**src/rtl/uart_byte_rx_if.sv**
```systemverilog
// Receive-side UART bundle: serial line and baud select in, byte and status strobes out.
// The master drives the line (host or transmitter model); the slave is the receiver.
interface uart_byte_rx_if;
  logic       rx;
  logic [2:0] set_baud;
  logic [7:0] data_byte;
  logic       rx_done;
  logic       frame_err;
  logic       uart_state;

  modport master (
    output rx,
    output set_baud,
    input  data_byte,
    input  rx_done,
    input  frame_err,
    input  uart_state
  );

  modport slave (
    input  rx,
    input  set_baud,
    output data_byte,
    output rx_done,
    output frame_err,
    output uart_state
  );
endinterface

```
**src/rtl/uart_byte_rx.sv**
```systemverilog
// 8N1 UART receiver with 16x oversampling, 3-sample majority vote per bit,
// false-start rejection and framing-error strobe.
module uart_byte_rx #(
  parameter int unsigned CLK_FREQ = 50_000_000
) (
  input  logic          clk,
  input  logic          rst,
  uart_byte_rx_if.slave bus
);

  localparam int unsigned DIV_9600   = CLK_FREQ / (9600 * 16);
  localparam int unsigned DIV_19200  = CLK_FREQ / (19200 * 16);
  localparam int unsigned DIV_38400  = CLK_FREQ / (38400 * 16);
  localparam int unsigned DIV_57600  = CLK_FREQ / (57600 * 16);
  localparam int unsigned DIV_115200 = CLK_FREQ / (115200 * 16);
  localparam int unsigned DIV_W      = $clog2(DIV_9600 + 1);

  typedef enum logic [1:0] {
    S_IDLE,
    S_START,
    S_DATA,
    S_STOP
  } state_t;

  state_t state, state_nxt;

  logic             rx_s1, rx_s2, rx_d;
  logic             rx_fall;
  logic [2:0]       baud_q;
  logic [DIV_W-1:0] div_cnt;
  logic [DIV_W-1:0] div_max;
  logic [3:0]       tick_idx;
  logic [3:0]       idx_nxt;
  logic             tick;
  logic             hit6, hit7, hit8, hit9, hit15;
  logic [1:0]       samp;
  logic             vote;
  logic [7:0]       shreg;
  logic [2:0]       bit_cnt;
  logic             stop_ok;
  logic             done_nxt, ferr_nxt, load_byte;
  logic [7:0]       data_byte_q;
  logic             rx_done_q, frame_err_q, uart_state_q;

  function automatic logic [DIV_W-1:0] div_max_of(input logic [2:0] sel);
    case (sel)
      3'd0:    div_max_of = DIV_W'(DIV_9600 - 1);
      3'd1:    div_max_of = DIV_W'(DIV_19200 - 1);
      3'd2:    div_max_of = DIV_W'(DIV_38400 - 1);
      3'd3:    div_max_of = DIV_W'(DIV_57600 - 1);
      default: div_max_of = DIV_W'(DIV_115200 - 1);
    endcase
  endfunction

  // NOTE: sync flops reset to the idle-high line level so reset release never fakes a start edge.
  always_ff @(posedge clk or posedge rst) begin
    if (rst) begin
      rx_s1 <= 1'b1;
      rx_s2 <= 1'b1;
      rx_d  <= 1'b1;
    end else begin
      rx_s1 <= bus.rx;
      rx_s2 <= rx_s1;
      rx_d  <= rx_s2;
    end
  end

  assign rx_fall = rx_d & ~rx_s2;
  assign div_max = div_max_of(baud_q);

  // "Index k" events fire on the tick that advances tick_idx to k, so index 0 is start detect.
  assign tick    = (state != S_IDLE) && (div_cnt == div_max);
  assign idx_nxt = tick_idx + 4'd1;
  assign hit6    = tick && (idx_nxt == 4'd6);
  assign hit7    = tick && (idx_nxt == 4'd7);
  assign hit8    = tick && (idx_nxt == 4'd8);
  assign hit9    = tick && (idx_nxt == 4'd9);
  assign hit15   = tick && (idx_nxt == 4'd15);

  // Third sample is the live line value on the index-8 tick.
  assign vote = (samp[0] & samp[1]) | (samp[0] & rx_s2) | (samp[1] & rx_s2);

  // NOTE: sequential state uses non-blocking assignments only, so every flop sees pre-edge values.
  always_ff @(posedge clk or posedge rst) begin
    if (rst) begin
      state <= S_IDLE;
    end else begin
      state <= state_nxt;
    end
  end

  // NOTE: every output of this block gets a default first, which rules out latches.
  always_comb begin
    state_nxt = state;
    done_nxt  = 1'b0;
    ferr_nxt  = 1'b0;
    load_byte = 1'b0;
    case (state)
      S_IDLE: begin
        if (rx_fall) state_nxt = S_START;
      end
      S_START: begin
        if (hit8 && vote)  state_nxt = S_IDLE;
        else if (hit15)    state_nxt = S_DATA;
      end
      S_DATA: begin
        if (hit15 && (bit_cnt == 3'd7)) state_nxt = S_STOP;
      end
      S_STOP: begin
        if (hit9) begin
          state_nxt = S_IDLE;
          if (stop_ok) begin
            done_nxt  = 1'b1;
            load_byte = 1'b1;
          end else begin
            ferr_nxt  = 1'b1;
          end
        end
      end
      default: state_nxt = S_IDLE;
    endcase
  end

  always_ff @(posedge clk or posedge rst) begin
    if (rst) begin
      baud_q   <= 3'd4;
      div_cnt  <= '0;
      tick_idx <= 4'd0;
    end else if ((state == S_IDLE) && rx_fall) begin
      baud_q   <= bus.set_baud;
      div_cnt  <= '0;
      tick_idx <= 4'd0;
    end else if (state != S_IDLE) begin
      if (tick) begin
        div_cnt  <= '0;
        tick_idx <= idx_nxt;
      end else begin
        div_cnt  <= div_cnt + DIV_W'(1);
      end
    end
  end

  always_ff @(posedge clk or posedge rst) begin
    if (rst) begin
      samp    <= 2'b11;
      shreg   <= 8'h00;
      bit_cnt <= 3'd0;
      stop_ok <= 1'b0;
    end else begin
      if (hit6) samp[0] <= rx_s2;
      if (hit7) samp[1] <= rx_s2;
      if ((state == S_DATA) && hit8) shreg <= {vote, shreg[7:1]};
      if ((state == S_STOP) && hit8) stop_ok <= vote;
      if (state == S_START) begin
        bit_cnt <= 3'd0;
      end else if ((state == S_DATA) && hit15) begin
        bit_cnt <= bit_cnt + 3'd1;
      end
    end
  end

  always_ff @(posedge clk or posedge rst) begin
    if (rst) begin
      data_byte_q  <= 8'h00;
      rx_done_q    <= 1'b0;
      frame_err_q  <= 1'b0;
      uart_state_q <= 1'b0;
    end else begin
      if (load_byte) data_byte_q <= shreg;
      rx_done_q    <= done_nxt;
      frame_err_q  <= ferr_nxt;
      uart_state_q <= (state_nxt != S_IDLE);
    end
  end

  assign bus.data_byte  = data_byte_q;
  assign bus.rx_done    = rx_done_q;
  assign bus.frame_err  = frame_err_q;
  assign bus.uart_state = uart_state_q;

endmodule

```
**src/flat_wrapper.sv**
```systemverilog
// flat-port wrapper written by rule: the top's interface ports become plain ports
module uart_byte_rx_flat 
#(
  parameter int unsigned CLK_FREQ = 50_000_000
)
  (clk, rst, bus_rx, bus_set_baud, bus_data_byte, bus_rx_done, bus_frame_err, bus_uart_state);
  uart_byte_rx_if bus_i ();
  input  logic clk;
  input  logic rst;
  input wire logic [$bits(bus_i.rx)-1:0] bus_rx;
  input wire logic [$bits(bus_i.set_baud)-1:0] bus_set_baud;
  output wire logic [$bits(bus_i.data_byte)-1:0] bus_data_byte;
  output wire logic [$bits(bus_i.rx_done)-1:0] bus_rx_done;
  output wire logic [$bits(bus_i.frame_err)-1:0] bus_frame_err;
  output wire logic [$bits(bus_i.uart_state)-1:0] bus_uart_state;
  assign bus_i.rx = bus_rx;
  assign bus_i.set_baud = bus_set_baud;
  assign bus_data_byte = bus_i.data_byte;
  assign bus_rx_done = bus_i.rx_done;
  assign bus_frame_err = bus_i.frame_err;
  assign bus_uart_state = bus_i.uart_state;
  uart_byte_rx #(.CLK_FREQ(CLK_FREQ)) u_core (.clk(clk), .rst(rst), .bus(bus_i));
endmodule
```
**config.mk**
```make
export PLATFORM = sky130hd
export DESIGN_NAME = uart_byte_rx_flat
export DESIGN_NICKNAME = d
export VERILOG_FILES = /design/src/rtl/uart_byte_rx_if.sv /design/src/rtl/uart_byte_rx.sv /design/src/flat_wrapper.sv
export SDC_FILE = /design/constraint.sdc
export NUM_CORES = 1
export LEC_CHECK = 0
export CAP_MARGIN = 25
export CORE_UTILIZATION = 30
export DETAILED_ROUTE_END_ITERATION = 7
export GPL_TIMING_DRIVEN = 1
export SYNTH_ARGS = -nofsm -noshare
export SYNTH_HDL_FRONTEND = slang
export SYNTH_SLANG_ARGS = --single-unit
```
**constraint.sdc**
```tcl
create_clock -name clk -period 3.8 [get_ports clk]
set_clock_uncertainty 0.15 [all_clocks]
set_input_delay 0.76 -clock clk [delete_from_list [all_inputs] [get_ports clk]]
set_output_delay 0.76 -clock clk [all_outputs]
set_load 0.05 [all_outputs]
```
==> impl_metrics.yaml <==
final_layout:
  antenna-diode-count: 0
  drive_gt1_share_pct: 21.0
  layout_common_cells: "dfrtp_1 (40), mux2_2 (21), nor2_1 (17)"
  stdcell_area_sq_mm: 0.00268
  syn_to_final_growth_pct: 15.8
  fin_nets: 237
  stdcell_count: 323
  layout_commonest_cell: "dfrtp_1"
hold_path:
  hold_depth: 0
  worstHoldStart: "u_core.rx_s1"
  hold_class: "register to register"
  holdPathEnd: "u_core.rx_s2"
worst_setup_path:
  worstPathCellList: "a21oi_1 -> o32ai_1 -> and2_1 -> buf_4 -> nand4_2 -> mux2_2"
  r2r_end: "u_core.shreg[7]"
  rrSetupSlack_ns: 1.03
  endpoint_kind: "register"
  cpLargestDelayFamily: "simple AND/OR/NAND/NOR gates"
  cp.required_ns: 3.85
  crit_buf_inv: 1
  cpMaxStageDelayCell: "dfstp_2"
  cp.arrival_ns: 2.82
  worstSetupStartpointType: "register"
  cp_max_fo: 10
  ff2ff_path_depth: 6
  cpPeakStageDelay_ns: 0.62
  r2r_start: "u_core.baud_q[2]"
  crit_type: "register to register"
placed_design:
  portBuffers: 16
  place_hpwl_um: 2890
  place.gp.congestion: 0.824
  dp.cells: 314
  place_area_sq_mm: 0.00257
clock_tree:
  clock_sinks: 46
  cts_root_buf: "clkbuf_8"
  htreeDepth: 2
  cts_tree: "built"
  cts_hold_buf: 0
  cts_resized: 0
  clk_pin_slew_worst_paths_ns: 0.09
  cts_buffers: 5
  postCtsSetupBuffers: 0
  clk_latency_ns: 0.31
  ctsLongestPathBuffers: 2
synthesis:
  syn_avg_cell_area_sq_um: 11.2
  synth_cell_types: 50
  synth_ff_type: "dfrtp_1"
  synth_nets: 220
  synth.ff_latch_count: 46
  netlist_area_sq_mm: 0.00231
  yosysWarnings: 0
  seq_area_frac_synth_pct: 50.1
  synthArstFlopShare_pct: 100
  syn_inst: 206
  synth_edf_count: 0
floorplan:
  io_pins: 17
  dieWidth_um: 89.8
  start_util_pct: 31.4
  die_h_um: 89.8
  std_cell_rows: 31
  coreArea_sq_mm: 0.00737
  dieArea_sq_mm: 0.00807
timing:
  fmax_mhz: 361
  setup_viol_count_final: 0
  worst_pin_slew_ns: 0.894
  slew_viol_final: 0
  final.setup.tns_ns: 0
  slew_headroom_pct: 39.9
  layout_worst_path_cycle_share_pct: 72.9
  finalCriticalPeriod_ns: 2.77
  rsz0062_at_grt: "no"
  finalHoldViolations: 0
power:
  power_density_mw_per_mm2: 433
  ir_drop_mv: 0.195
  p_leak_nw: 1.17
drt:
  routed_via_density: 4.97
  drc: 0
  wl_per_cell_um: 13.3
  wl_met1_um: 2210
  drt_pass1_iterations: 4
  vias: 1604
  wl_met3_um: 186
  wl_um: 4300
  dr_wl_met2_um: 1850
  dr.max_layer_used: "met4"
  drt_iter0_markers: 56
  postRouteAntennaNets: 0
global_routing:
  grt-ovfl-total: 0
  grt_pass1_wl_um: 7510
  grt_max_degree: 47
  antenna_found_initial: 0
  grt_util_all_layers_pct: 11.5
  grt_pass1_vias: 1597
job:
  max_cap_viol_count: 0
outcome:
  status: "complete, no violations"
synth_stat cells, types with 2 or more instances:
cell type	instances	area (sq um)
nor3_1	4	20.0
o31ai_1	3	22.5
dfstp_2	6	158
a21oi_1	4	20.0
a31o_2	2	17.5
nand3_1	6	30.0
a22o_1	2	17.5
mux2_2	21	236
buf_2	4	20.0
nor2_1	17	63.8
a41oi_1	3	26.3
xor2_1	4	35.0
inv_1	11	41.3
o21ai_0	5	25.0
nand2_1	10	37.5
dfrtp_1	40	1000
nand4_1	5	31.3
nand2b_1	3	18.8
ha_1	8	100
and4b_1	2	20.0
and2_1	5	31.3
o2111ai_1	2	17.5
clkbuf_1	4	15.0
xnor2_1	4	35.0
o22ai_1	5	31.3
nand3b_1	2	15.0
routing by layer:
layer,vias to the layer above,track usage (%)
met5,-,0
met4,0,3.96
met3,8,3.30
met2,29,17.7
met1,790,15.4
li1,777,-
worst max path at each step:
| stage | slack [ns] | cells past startpoint | endpoint | start |
|---|---|---|---|---|
| after floorplan | 1.40 | 8 | u_core.bus.data_byte[0] | u_core.tick_idx[0] |
| after global placement | 1.05 | 6 | u_core.shreg[0] | u_core.baud_q[2] |
| after detailed placement | 1.06 | 6 | u_core.shreg[0] | u_core.baud_q[2] |
| after CTS | 1.03 | 6 | u_core.shreg[7] | u_core.baud_q[2] |
| after global routing | 0.85 | 6 | u_core.shreg[0] | u_core.baud_q[2] |
| final | 1.03 | 6 | u_core.shreg[7] | u_core.baud_q[2] |
flip-flops by register name (all words and copies together), names as in the netlist:
signal,flops
u_core.div_cnt,9
u_core.bus.data_byte,8
u_core.shreg,8
u_core.tick_idx,4
u_core.baud_q,3
u_core.bit_cnt,3
u_core.samp,2
u_core.state,2
u_core.bus.frame_err,1
u_core.bus.rx_done,1
u_core.bus.uart_state,1
u_core.rx_d,1
u_core.rx_s1,1
u_core.rx_s2,1
u_core.stop_ok,1
cells by family after synthesis:
logic type | count (synthesis) | synth area share (%)
muxes | 22 | 10.6
and+or+nand+nor | 66 | 16.9
DFF | 46 | 50.1
AOI/OAI and AO/OA | 36 | 11.4
buffers and inverters | 19 | 3.30
adders and majority gates | 9 | 4.76
xor gates and xnor gates | 8 | 3.03
power by group:
| group | switching [W] | total [W] | leakage [nW] | internal, W |
|---|---|---|---|---|
| logic | 0.000116 | 0.000225 | 0.529 | 0.000110 |
| registers | 0.0000847 | 0.000630 | 0.595 | 0.000545 |
| clock network | 0.000176 | 0.000305 | 0.0441 | 0.000129 |
| total | 0.000377 | 0.00116 | 1.17 | 0.000784 |
final cells by class:
class,instances,area [sq um]
Multi-Input combinational cell,141,1080
Tap cell,99,124
Fill cell,738,4690
Sequential cell,46,1160
Clock buffer,5,68.8
Clock inverter,3,21.3
Inverter,11,41.3
Timing Repair Buffer,18,188
stage by stage:
step	setup slack, ns	hold WS [ns]	power (W)	utilization, %
finish	1.03	0.210	0.00116	36.4
global route	0.849	0.217	0.00124	36.4
CTS	1.03	0.211	0.00117	36.1
detailed placement	1.06	0.198	0.000860	34.9
global placement	1.05	0.196	0.000855	34.9
floorplan	1.40	0.195	0.000797	-
Note: power is estimated with default switching activity, not from simulation.
